$ cat src/rtl/cdb_scheduler.sv
// ----------------------------------------------------------------------------
// cdb_scheduler
//
// Common-data-bus scheduler and label-table controller for a bank of tagged
// registers. Each register in the bank holds a DW-bit value and an LW-bit
// label and is loaded through its own DataControl / LabelControl enables.
//
// Function:
//   - Round-robin arbitration of the CDB among NREQ functional-unit requesters
//     (one-hot, combinational grant in the request cycle).
//   - One registered broadcast per cycle (valid / data / label).
//   - A shadow label table, one entry per register, that mirrors what the
//     register bank holds and decides which registers capture a broadcast.
//   - Issue-stage relabelling of a destination register; on a collision with
//     a writeback to the same register the data is still captured but the
//     newly issued label wins.
//
// Ports:
//   clk             in   rising-edge clock
//   rst_n           in   asynchronous active-low reset
//   issue_valid     in   one instruction issued this cycle
//   issue_reg       in   [RAW]       destination register of the issue
//   issue_tag       in   [LW]        producer label for that register
//   fu_req          in   [NREQ]      per-requester CDB request (held to grant)
//   fu_data         in   [NREQ*DW]   packed results, requester i at [i*DW +: DW]
//   fu_tag          in   [NREQ*LW]   packed labels,  requester i at [i*LW +: LW]
//   fu_gnt          out  [NREQ]      one-hot grant, combinational
//   cdb_valid       out              registered broadcast valid
//   cdb_data        out  [DW]        registered broadcast data
//   cdb_tag         out  [LW]        registered broadcast label
//   reg_data_ctrl   out  [NREG]      per-register DataControl
//   reg_label_ctrl  out  [NREG]      per-register LabelControl
//   reg_wdata       out  [DW]        data for every register (= cdb_data)
//   reg_wlabel      out  [NREG*LW]   label to load into each register
//
// Optional status outputs, present only when CDB_STATUS_EN is defined:
//   reg_busy        out  [NREG]      registered copy of (label[i] != FREE)
//   busy_cnt        out  [RAW+1]     registered population count of busy labels
// ----------------------------------------------------------------------------
module cdb_scheduler #(
    parameter int unsigned NREQ = 3,
    parameter int unsigned RAW  = 3,
    parameter int unsigned DW   = 12,
    parameter int unsigned LW   = 2,
    localparam int unsigned NREG = 2 ** RAW
) (
    input  logic                 clk,
    input  logic                 rst_n,
    input  logic                 issue_valid,
    input  logic [RAW-1:0]       issue_reg,
    input  logic [LW-1:0]        issue_tag,
    input  logic [NREQ-1:0]      fu_req,
    input  logic [NREQ*DW-1:0]   fu_data,
    input  logic [NREQ*LW-1:0]   fu_tag,
    output logic [NREQ-1:0]      fu_gnt,
    output logic                 cdb_valid,
    output logic [DW-1:0]        cdb_data,
    output logic [LW-1:0]        cdb_tag,
    output logic [NREG-1:0]      reg_data_ctrl,
    output logic [NREG-1:0]      reg_label_ctrl,
    output logic [DW-1:0]        reg_wdata,
    output logic [NREG*LW-1:0]   reg_wlabel
`ifdef CDB_STATUS_EN
    ,
    output logic [NREG-1:0]      reg_busy,
    output logic [RAW:0]         busy_cnt
`endif
);

    // Label meaning "value valid, no pending producer".
    localparam logic [LW-1:0] FREE = '1;
    localparam int unsigned   PW   = (NREQ > 1) ? $clog2(NREQ) : 1;

    // ------------------------------------------------------------------
    // Unpack the requester buses so they can be indexed by grant number.
    // ------------------------------------------------------------------
    logic [DW-1:0] fu_data_a [NREQ];
    logic [LW-1:0] fu_tag_a  [NREQ];

    for (genvar q = 0; q < NREQ; q++) begin : g_unpack
        assign fu_data_a[q] = fu_data[q*DW +: DW];
        assign fu_tag_a[q]  = fu_tag[q*LW +: LW];
    end

    // ------------------------------------------------------------------
    // State
    // ------------------------------------------------------------------
    logic [PW-1:0]              ptr_q, ptr_d;
    logic                       cdb_valid_q, cdb_valid_d;
    logic [DW-1:0]              cdb_data_q, cdb_data_d;
    logic [LW-1:0]              cdb_tag_q, cdb_tag_d;
    logic [NREG-1:0][LW-1:0]    label_q, label_d;

    // ------------------------------------------------------------------
    // Round-robin arbiter: scan from the slot after the last winner and
    // wrap; the first active request wins. The pointer only moves on a
    // grant, so an idle cycle keeps the current priority order.
    // ------------------------------------------------------------------
    logic          gnt_any;
    logic [PW-1:0] gnt_idx;
    logic [PW-1:0] scan_idx;

    always_comb begin : arbiter
        fu_gnt   = '0;
        gnt_any  = 1'b0;
        gnt_idx  = ptr_q;
        scan_idx = '0;
        for (int unsigned k = 1; k <= NREQ; k++) begin
            scan_idx = PW'((32'(ptr_q) + k) % NREQ);
            if (!gnt_any && fu_req[scan_idx]) begin
                fu_gnt[scan_idx] = 1'b1;
                gnt_idx          = scan_idx;
                gnt_any          = 1'b1;
            end
        end
    end

    // Broadcast capture: the winner's result goes on the bus next cycle.
    // Without a grant the payload simply holds; valid drops.
    always_comb begin : bcast_next
        cdb_valid_d = gnt_any;
        cdb_data_d  = cdb_data_q;
        cdb_tag_d   = cdb_tag_q;
        ptr_d       = ptr_q;
        if (gnt_any) begin
            cdb_data_d = fu_data_a[gnt_idx];
            cdb_tag_d  = fu_tag_a[gnt_idx];
            ptr_d      = gnt_idx;
        end
    end

    // ------------------------------------------------------------------
    // Writeback and issue. A live broadcast (valid, non-FREE label) is
    // captured by every register whose table label matches. An issue with
    // a non-FREE label relabels its destination; on a collision the data
    // is still loaded but the issued label overrides the FREE writeback.
    // ------------------------------------------------------------------
    logic cdb_live;
    logic issue_live;

    assign cdb_live   = cdb_valid_q && (cdb_tag_q != FREE);
    assign issue_live = issue_valid && (issue_tag != FREE);

    for (genvar r = 0; r < NREG; r++) begin : g_reg
        logic wb_hit;
        logic iss_hit;

        assign wb_hit  = cdb_live && (label_q[r] == cdb_tag_q);
        assign iss_hit = issue_live && (issue_reg == RAW'(r));

        assign reg_data_ctrl[r]        = wb_hit;
        assign reg_label_ctrl[r]       = wb_hit | iss_hit;
        assign reg_wlabel[r*LW +: LW]  = iss_hit ? issue_tag : FREE;
        assign label_d[r]              = iss_hit ? issue_tag :
                                         (wb_hit ? FREE : label_q[r]);
    end

    // ------------------------------------------------------------------
    // Registers. Reset drops any pending broadcast and frees every label;
    // requester 0 gets first priority afterwards.
    // ------------------------------------------------------------------
    always_ff @(posedge clk or negedge rst_n) begin
        if (!rst_n) begin
            ptr_q       <= PW'(NREQ - 1);
            cdb_valid_q <= 1'b0;
            cdb_data_q  <= '0;
            cdb_tag_q   <= FREE;
            label_q     <= {NREG{FREE}};
        end else begin
            ptr_q       <= ptr_d;
            cdb_valid_q <= cdb_valid_d;
            cdb_data_q  <= cdb_data_d;
            cdb_tag_q   <= cdb_tag_d;
            label_q     <= label_d;
        end
    end

    assign cdb_valid = cdb_valid_q;
    assign cdb_data  = cdb_data_q;
    assign cdb_tag   = cdb_tag_q;
    assign reg_wdata = cdb_data_q;

`ifdef CDB_STATUS_EN
    // ------------------------------------------------------------------
    // Status view of the label table, one cycle behind the table itself.
    // ------------------------------------------------------------------
    localparam int unsigned CW = RAW + 1;

    logic [NREG-1:0] busy_now;
    logic [NREG-1:0] reg_busy_q;
    logic [CW-1:0]   busy_cnt_q;

    for (genvar b = 0; b < NREG; b++) begin : g_busy
        assign busy_now[b] = (label_q[b] != FREE);
    end

    always_ff @(posedge clk or negedge rst_n) begin
        if (!rst_n) begin
            reg_busy_q <= '0;
            busy_cnt_q <= '0;
        end else begin
            reg_busy_q <= busy_now;
            busy_cnt_q <= CW'($countones(busy_now));
        end
    end

    assign reg_busy = reg_busy_q;
    assign busy_cnt = busy_cnt_q;
`endif

endmodule

$ cat config.mk
export PLATFORM = sky130hd
export DESIGN_NAME = cdb_scheduler
export DESIGN_NICKNAME = d
export VERILOG_FILES = /design/src/rtl/cdb_scheduler.sv
export SDC_FILE = /design/constraint.sdc
export NUM_CORES = 1
export LEC_CHECK = 0
export CORE_MARGIN = 8
export CORE_UTILIZATION = 40
export DETAILED_ROUTE_END_ITERATION = 10
export GPL_ROUTABILITY_DRIVEN = 0
export PLACE_DENSITY_LB_ADDON = 0.1
export SETUP_SLACK_MARGIN = 0.1
export SLEW_MARGIN = 40
export SYNTH_ARGS = -nofsm -noshare
export SYNTH_HDL_FRONTEND = slang
export SYNTH_SLANG_ARGS = --single-unit
$ cat constraint.sdc
create_clock -name clk -period 3.3 [get_ports clk]
set_input_delay 0.825 -clock clk [delete_from_list [all_inputs] [get_ports clk]]
set_output_delay 0.825 -clock clk [all_outputs]
set_load 0.1 [all_outputs]
==> flow_summary.html <==
<table>
<tr><th>Metric</th><th>Value</th></tr>
<tr><th colspan="2">Run status</th></tr>
<tr><td>Outcome</td><td>completed</td></tr>
<tr><th colspan="2">Setup path</th></tr>
<tr><td>CP startpoint kind</td><td>flop</td></tr>
<tr><td>Start-to-end type of the worst setup path</td><td>flop to output pin</td></tr>
<tr><td>Crit path max-delay cell type</td><td>dfstp_2</td></tr>
<tr><td>Kind of capture point of the worst setup path</td><td>output pin</td></tr>
<tr><td>Crit-path leading delay family</td><td>multiplexers</td></tr>
<tr><td>Max Fanout on Critical Path</td><td>6</td></tr>
<tr><td>Critical path required time</td><td>between 2000 and 2500 ps</td></tr>
<tr><td>Most common cell type on the critical path</td><td>mux2_4</td></tr>
<tr><td>Largest incremental delay on the critical path</td><td>560 ps</td></tr>
<tr><td>Cells traversed along the worst timing path</td><td>inv_1 -&gt; ha_4 -&gt; mux2_4 -&gt; mux2_4 -&gt; nor3_4 -&gt; a22o_2 -&gt; buf_12</td></tr>
<tr><td>WP data arrival</td><td>roughly 2300 ps</td></tr>
<tr><td>CP Buf/Inv Count</td><td>2</td></tr>
<tr><th colspan="2">Drt</th></tr>
<tr><td>Top sig layer</td><td>met4</td></tr>
<tr><td>Vias after detailed routing</td><td>2,356</td></tr>
<tr><td>Met2 wirelength from detailed routing</td><td>around 3.8 mm</td></tr>
<tr><td>Number of nets with antenna violations after routing</td><td>0</td></tr>
<tr><td>Routed wire per std cell</td><td>between 15 and 20 microns</td></tr>
<tr><td>First-iteration detailed-routing DRC count</td><td>62</td></tr>
<tr><td>Via-to-Cell Ratio</td><td>about 5.2</td></tr>
<tr><td>Final routed wirelength across all metal layers</td><td>approximately 7.6 mm</td></tr>
<tr><td>DRC viols</td><td>0</td></tr>
<tr><td>Met1 Routed Length</td><td>approximately 3.2 mm</td></tr>
<tr><td>DR pass1 iterations</td><td>4</td></tr>
<tr><td>Routed met3 length</td><td>slightly below 500 microns</td></tr>
<tr><th colspan="2">Synthesis</th></tr>
<tr><td>EDFF count, synth</td><td>0</td></tr>
<tr><td>Number of flip-flops and latches in the synthesized netlist</td><td>33</td></tr>
<tr><td>Sequential element share of the synthesized area</td><td>about 34%</td></tr>
<tr><td>Mean cell area of the mapped netlist</td><td>9.10 sq um</td></tr>
<tr><td>Synth Area in Simple Gates</td><td>around a fifth</td></tr>
<tr><td>Flip-flop cell with the highest count after synthesis</td><td>dfstp_2</td></tr>
<tr><td>Xor-xnor portion of the synthesized cell area</td><td>2.84%</td></tr>
<tr><td>Mux share of post-synthesis cell area</td><td>about 8.7%</td></tr>
<tr><td>Count of warnings emitted by yosys</td><td>0</td></tr>
<tr><td>Compound-cell area share of the yosys netlist</td><td>20.8%</td></tr>
<tr><td>Async SR Flop Fraction</td><td>100%</td></tr>
<tr><td>Largest family of logic cells by synthesized area</td><td>simple AND/OR/NAND/NOR gates</td></tr>
<tr><td>Synth Net Count</td><td>328</td></tr>
<tr><td>Mapped Cells</td><td>between 200 and 300</td></tr>
<tr><td>Netlist Area Pre-Place</td><td>2460 sq um</td></tr>
<tr><td>Arithmetic-cell share of the synthesized area counting full adders, half adders and majority gates</td><td>under 10%</td></tr>
<tr><td>Number of distinct library cells after synthesis</td><td>45</td></tr>
<tr><th colspan="2">Timing</th></tr>
<tr><td>Hold Violations, Final</td><td>0</td></tr>
<tr><td>Skew final</td><td>approximately 6.3 ps</td></tr>
<tr><td>Fin crit share</td><td>between 90 and 100%</td></tr>
<tr><td>Max Clock Freq</td><td>roughly 0.32 GHz</td></tr>
<tr><td>Total setup violations reported at the end of the flow</td><td>0</td></tr>
<tr><td>Max-slew headroom</td><td>between 50% and 60%</td></tr>
<tr><td>Worst slew pin tran</td><td>737 ps</td></tr>
<tr><td>Period minus WS final</td><td>between 3000 and 4000 ps</td></tr>
<tr><td>RSZ-0062 raised after global routing</td><td>no</td></tr>
<tr><td>Max-slew violation count</td><td>0</td></tr>
<tr><th colspan="2">Placement</th></tr>
<tr><td>Half-perimeter wire length after placement</td><td>~6.0 mm</td></tr>
<tr><td>Post-placement cell area</td><td>roughly 3800 sq um</td></tr>
<tr><td>Port-buffer cells</td><td>114</td></tr>
<tr><th colspan="2">Die</th></tr>
<tr><td>Starting density of the core</td><td>approximately 41%</td></tr>
<tr><td>Number of placement rows</td><td>28</td></tr>
<tr><td>Full die area</td><td>roughly 8900 sq um</td></tr>
<tr><td>Die span in y</td><td>between 90 and 100 microns</td></tr>
<tr><td>Placeable core region</td><td>between 5000 and 6000 sq um</td></tr>
<tr><td>Top-level port count</td><td>115</td></tr>
<tr><td>Horizontal extent of the die</td><td>roughly 95 microns</td></tr>
<tr><th colspan="2">Worst hold path</th></tr>
<tr><td>Tightest Hold Check Type</td><td>flop to flop</td></tr>
<tr><th colspan="2">Clocking</th></tr>
<tr><td>Root buffer cell</td><td>clkbuf_8</td></tr>
<tr><td>Insertion delay to the later sink of the worst-skew pair</td><td>about 290 ps</td></tr>
<tr><td>Clock input transition at the sequential cells of the worst setup and hold paths</td><td>60 ps</td></tr>
<tr><td>Buffers from clock root to sink, at most</td><td>2</td></tr>
<tr><td>Clock sink count</td><td>33</td></tr>
<tr><td>Total CTS buffers</td><td>5</td></tr>
<tr><td>Clock tree from TritonCTS</td><td>built</td></tr>
<tr><td>Deepest level of the CTS H-tree</td><td>2</td></tr>
<tr><th colspan="2">Cells and area</th></tr>
<tr><td>Layout-stage area growth over the synthesis result</td><td>61.6%</td></tr>
<tr><td>Post-route cell area</td><td>approximately 4000 sq um</td></tr>
<tr><td>Area of combinational cells with multiple inputs</td><td>roughly 1500 sq um</td></tr>
<tr><td>Commonest non-fill, non-tap cells in the layout</td><td>49 x clkdlybuf4s50_1, 49 x buf_4, 28 x buf_12</td></tr>
<tr><td>Antenna cells</td><td>0</td></tr>
<tr><td>Number of nets in the finished design</td><td>~430</td></tr>
<tr><td>Layout cells sized above 1</td><td>between 40% and 50%</td></tr>
<tr><td>Sequential Area</td><td>around 850 sq um</td></tr>
<tr><td>Filler cells</td><td>509</td></tr>
<tr><th colspan="2">Global routing</th></tr>
<tr><td>Maximum number of pins on one net before global-route repair</td><td>34</td></tr>
<tr><td>Antenna violations before repair</td><td>0</td></tr>
<tr><td>Number of global-route vias before repair</td><td>between 2k and 2.5k</td></tr>
<tr><td>Total GRT Usage</td><td>between 10% and 20%</td></tr>
<tr><td>Leftover overflow at the end of global routing</td><td>0</td></tr>
<tr><td>Global-route wire length before repair</td><td>~12 mm</td></tr>
<tr><th colspan="2">Job</th></tr>
<tr><td>Number of violations of the max-capacitance limit</td><td>0</td></tr>
</table>
-- final timing paths --
check                           cells past startpoint          end         from  slack (ps)
worst max register to register                     10  cdb_data[9]     ptr_q[1]         530
max in group asynchronous                           2   label_q[9]        rst_n        2030
worst min-delay path                                2  cdb_data[5]  cdb_data[5]         520
worst min register to register                      2  cdb_data[5]  cdb_data[5]         520
min in group asynchronous                           2  cdb_data[5]        rst_n         940
worst max-delay path                                7    fu_gnt[2]     ptr_q[1]         170
-- flip-flops by register name, indices dropped and copies added (netlist names) --
signal / count
cdb_data: 12
ptr_q: 2
cdb_valid: 1
label_q: 16
cdb_tag: 2
-- metrics by stage --
stage                     hold WS [ps]  TNS [ps]  util, %  std cells  worst slack [ps]
after global placement             501         0     64.3        442              35.0
after CTS                          526         0     66.2        451               133
after global routing               536         0     66.9        452              99.0
after floorplan                    529     -28.4        -        271             -28.4
final                              517         0     66.9        452               165
after detailed placement           505         0     64.3        442              1.21
-- cells by family after synthesis --
group           Yosys count
flops                    33
mux                      20
fa+ha+maj                 4
buf+inv                  38
simple gates            102
xor+xnor                  8
compound gates           66
-- worst reg2reg max path, cell delays in order (launching register included) --
cell and delay, ps:
dfstp_2 560, inv_1 90, ha_4 200, mux2_4 310
mux2_4 310, buf_4 170, a311o_1 310, a21oi_4 180
buf_12 170, mux2i_1 250, o211ai_2 90
-- synthesized netlist by cell type, types with 8 or more instances --
master | n | area [sq um]
o21ai_0 | 12 | 60.1
dfstp_2 | 19 | 499
dfrtp_1 | 14 | 350
buf_4 | 22 | 165
a21oi_1 | 9 | 45.0
nor3_1 | 9 | 45.0
nand2_1 | 28 | 105
o21a_1 | 17 | 128
mux2i_1 | 16 | 160
o211ai_2 | 10 | 125
xor2_1 | 8 | 70.1
or2_2 | 16 | 100
nand4_1 | 14 | 87.6
nor2_1 | 21 | 78.8
-- per-layer routing --
metal,track usage (%),vias up
li1,-,1159
met1,20.6,1121
met2,28.9,67
met3,5.24,9
met4,4.81,0
met5,0,-
-- what timing repair did --
| item | CTS | global route |
|---|---|---|
| setup endpoints to repair | 3 | 11 |
| cloned | 0 | 0 |
| buffers inserted | 1 | 1 |
| pin swaps | 2 | 2 |
| hold buffers | 0 | 0 |
| resized for setup | 9 | 6 |
-- final cells by class --
class                           instances  share of cell area [%]
Sequential cell                        33                    21.3
Inverter                                6                   0.565
Clock buffer                            8                    2.01
Tap cell                               75                    2.36
Timing Repair Buffer                  130                    36.7
Multi-Input combinational cell        200                    37.1
Power is left out: the tool's default activity adds up to more than one toggle a clock period on the data nets, which glitch-free logic cannot reach.
